<file path="config.mk">
export PLATFORM = sky130hd
export DESIGN_NAME = div_tick_counter
export DESIGN_NICKNAME = d
export VERILOG_FILES = /design/src/rtl/div_tick_counter.sv
export SDC_FILE = /design/constraint.sdc
export NUM_CORES = 1
export LEC_CHECK = 0
export ABC_CLOCK_PERIOD_IN_PS = 1900
export BUFFER_PORTS_ARGS = -buffer_cell sky130_fd_sc_hd__buf_2
export CORE_UTILIZATION = 30
export CTS_BUF_LIST = sky130_fd_sc_hd__clkbuf_8 sky130_fd_sc_hd__clkbuf_16
export DETAILED_ROUTE_END_ITERATION = 16
export SYNTH_ARGS = -nofsm -noshare
export SYNTH_HDL_FRONTEND = slang
export SYNTH_SLANG_ARGS = --single-unit
</file>
<file path="constraint.sdc">
create_clock -name clk_in -period 1.9 [get_ports clk_in]
set_input_delay 0.19 -clock clk_in [delete_from_list [all_inputs] [get_ports clk_in]]
set_output_delay 0.19 -clock clk_in [all_outputs]
set_load 0.01 [all_outputs]
</file>
<file path="src/rtl/div_tick_counter.sv">
// div_tick_counter: counts rising edges of a selected divided clock under IDLE/RUN/HOLD control
// clk_in, rst (async, active-low); clk_div_2/4/8/16 divider levels; sel picks the source;
// start/stop/clear level requests; tick = registered edge pulse; count = ticks seen in RUN;
// running = state is RUN; wrap = one-cycle pulse when count rolls over to zero.
module div_tick_counter #(
  parameter int CNT_W = 8
) (
  input  logic             clk_in,
  input  logic             rst,
  input  logic             clk_div_2,
  input  logic             clk_div_4,
  input  logic             clk_div_8,
  input  logic             clk_div_16,
  input  logic [1:0]       sel,
  input  logic             start,
  input  logic             stop,
  input  logic             clear,
  output logic             tick,
  output logic [CNT_W-1:0] count,
  output logic             running,
  output logic             wrap
);
  typedef enum logic [1:0] {IDLE = 2'd0, RUN = 2'd1, HOLD = 2'd2} state_t;
  state_t     state, state_nx;
  logic [3:0] src, prev;
  logic       rise, cnt_en;
  assign src     = {clk_div_16, clk_div_8, clk_div_4, clk_div_2};
  // every prev tracks its own input, so switching sel never fakes an edge
  assign rise    = src[sel] & ~prev[sel];
  // gated by the registered state: an edge sampled with stop still counts, one with clear does not
  assign cnt_en  = (state == RUN) & rise & ~clear;
  assign running = (state == RUN);
  always_comb begin
    state_nx = state;
    if (clear)
      state_nx = IDLE;
    else if (stop)
      state_nx = (state == RUN) ? HOLD : state;
    else if (start)
      state_nx = RUN;
  end
  // prev resets to 1 so a source already high at reset release is not seen as rising
  always_ff @(posedge clk_in or negedge rst) begin
    if (!rst) begin
      state <= IDLE;
      prev  <= 4'hF;
      tick  <= 1'b0;
      wrap  <= 1'b0;
      count <= '0;
    end else begin
      state <= state_nx;
      prev  <= src;
      tick  <= rise;
      wrap  <= cnt_en & (&count);
      count <= clear ? '0 : cnt_en ? count + CNT_W'(1) : count;
    end
  end
endmodule
</file>
==> results.toml <==
[yosys]
synth_top_area_cell = "dfrtp_1"
yosysSeqAreaShare_pct = 52.6
syn_area_um2 = 771
synthTopCellsByArea = "dfrtp_1 (39%), dfstp_2 (14%), nand2b_1 (6.5%)"
syn_avg_cell_area_um2 = 10.7
ys.warnings.count = 0
synthFlopType = "dfrtp_1"
yosys-top-cells-count = "dfrtp_1 (12), nand2b_1 (8), nor2_1 (6), a21oi_1 (5)"
synth-edff-count = 0
ys_types = 26
synth_seq_cells = 16
synth_nets = 84
postSynthCellCount = 72
yosysMostFrequentCell = "dfrtp_1"
yosysTopAreaCellShare_pct = 39.0
async_reset_ff_share_pct = 100

[power_and_ir_drop]
total_power_mw = 0.721
powerDensity_nw_per_um2 = 712
leakage_nw = 0.465
ir_drop_uv = 465

[clock_network]
cts_tree = "done"
h-tree-depth = 1
cts.sinks = 16
clk_latency_ps = 250
clockBufferDepth = 2
cts_inserted_buffers = 3
clk_pin_slew_worst_paths_ps = 60
cts-root-buf = "clkbuf_8"

[status]
status = "finished clean"

[global_route]
grt_usage_pct = 13.1
antenna_found_initial = 0
grt_max_degree = 17
grt_pass1_vias = 583
grt_pass1_wl_um = 2550
gr-total-overflow = 0

[cells_and_area]
fin_area_um2 = 1010
drive_gt1_share_pct = 40.4
num_antenna_cells = 0
syn2layout_area_growth_pct = 31.3
nets = 112
fill_cells = 245

[die]
initial_core_util_pct = 31.4
die_width_um = 52.7
io_pins = 22
fp-row-count = 18
die_h_um = 52.7
coreArea_um2 = 2450
dieArea_um2 = 2780

[worst_setup_path]
worstPathMaxFanout = 6
start_kind = "flip-flop"
worst_r2r_path_depth = 4
critPathKind = "flip-flop to flip-flop"
setup.worst_path.end_class = "flip-flop"
critPathArrivalTime_ps = 2020
required_ps = 2080

[sta]
layout_min_cycle_time_ps = 1840
final_hold_viol_count = 0
finalSetupViolCount = 0
fin_hold_ws_ps = 47.5
worst_slew_pin_slew_ps = 354
fin_ws_ps = 59.9
skew_ps = 3.24
max_freq_mhz = 543
timing.final.crit_share_pct = 96.8
slew_violations = 0
maxSlewHeadroom_pct = 76.4

[worst_hold_path]
hold_depth = 1
hp-class = "input port to flip-flop"

[routing]
wl_per_cell_um = 13.8
drc_errors = 0
vias = 639
postRouteAntennaNets = 0
drtIter0Drc = 9
drt-total-wl_um = 1780
drtPass1Iterations = 4
via_per_inst = 4.95

[placed_design]
place_area_um2 = 906
dpl.hpwl_um = 1160
place_ws_ps = 69.3
gp_congestion = 0.813
port_buffers = 21

[run]
drv_cap = 0
logic make-up (layout without fill, tap and decap cells):
logic type	count (synthesis)	in the layout	synth area share, %
AO/OA/AOI/OAI	9	9	6.17
adder cells (fa/ha/maj)	1	1	1.62
buffers and inverters	3	29	2.43
flip-flops	16	16	52.6
multiplexers	6	7	9.90
AND/OR/NAND/NOR	37	37	27.3
cells in the final DEF, fill, tap and decap left out, drive strengths merged:
cell	instances
and2b	1
nor2b	4
nand2	4
or2	1
buf	23
dlygate4sd3	1
nor4	2
mux4	2
o21ai	3
or4	1
ha	1
or3	2
mux2i	2
nor2	6
nand2b	8
o31ai	1
nand4	2
dfstp	4
and2	1
nor3	2
nand3	3
mux2	3
a21oi	5
inv	1
dfrtp	12
clkbuf	4
sequential cells by signal (all words and copies together), names as in the netlist:
| register | count |
|---|---|
| tick | 1 |
| wrap | 1 |
| prev | 4 |
| count | 8 |
| state | 2 |
cell type report:
type                            instances  area [µm²]  area share, %
Clock buffer                            4        55.1           5.44
Tap cell                               30        37.5           3.71
Inverter                                1        3.75          0.371
Timing Repair Buffer                   24         130           12.9
Sequential cell                        16         405           40.0
Multi-Input combinational cell         54         380           37.6
what timing repair did:
action                                  in CTS  in global routing
hold buffers                                 1                  0
hold endpoints to repair                    12                  0
setup buffers                                0                  1
endpoints found under the setup margin       0                  1
resized for setup                            0                  2
metal layers:
| layer | GRT usage (%) | wire [µm] |
|---|---|---|
| met2 | 20.9 | 860 |
| met4 | 2.63 | 0 |
| met5 | 0 | 0 |
| met1 | 16.2 | 824 |
| met3 | 6.09 | 96 |
per-stage QoR:
step           instances  setup TNS, ps  util, %
2_1_floorplan         72              0        -
3_3_place_gp         122              0     36.9
3_5_place_dp         122              0     36.9
4_1_cts              127              0     39.6
5_1_grt              129          -12.5     41.2
6_report             129              0     41.2
final timing paths:
path,endpoint,start,slack (ps)
min reg2reg,state[0]$_DFFE_PN0P_,state[0]$_DFFE_PN0P_,570
max reg2reg,count[6]$_DFFE_PN0P_,prev[3]$_DFF_PN1_,60
min in group asynchronous,count[0]$_DFFE_PN0P_,rst,380
min,prev[2]$_DFF_PN1_,clk_div_8,50
max in group asynchronous,prev[0]$_DFF_PN1_,rst,1220
max,count[6]$_DFFE_PN0P_,prev[3]$_DFF_PN1_,60
worst max-delay path: stages (launching register included):
cell and delay, ps:
dfstp_2 360, nand2b_1 170, mux4_2 560, or4_4 540, a21oi_2 140
power breakdown:
part | total (mW) | switching (mW) | internal [mW]
combinational | 0.0670 | 0.0368 | 0.0302
sequential | 0.357 | 0.00404 | 0.353
clock | 0.297 | 0.113 | 0.184
total | 0.721 | 0.154 | 0.567
No activity file was read; power rests on OpenSTA's default activity.
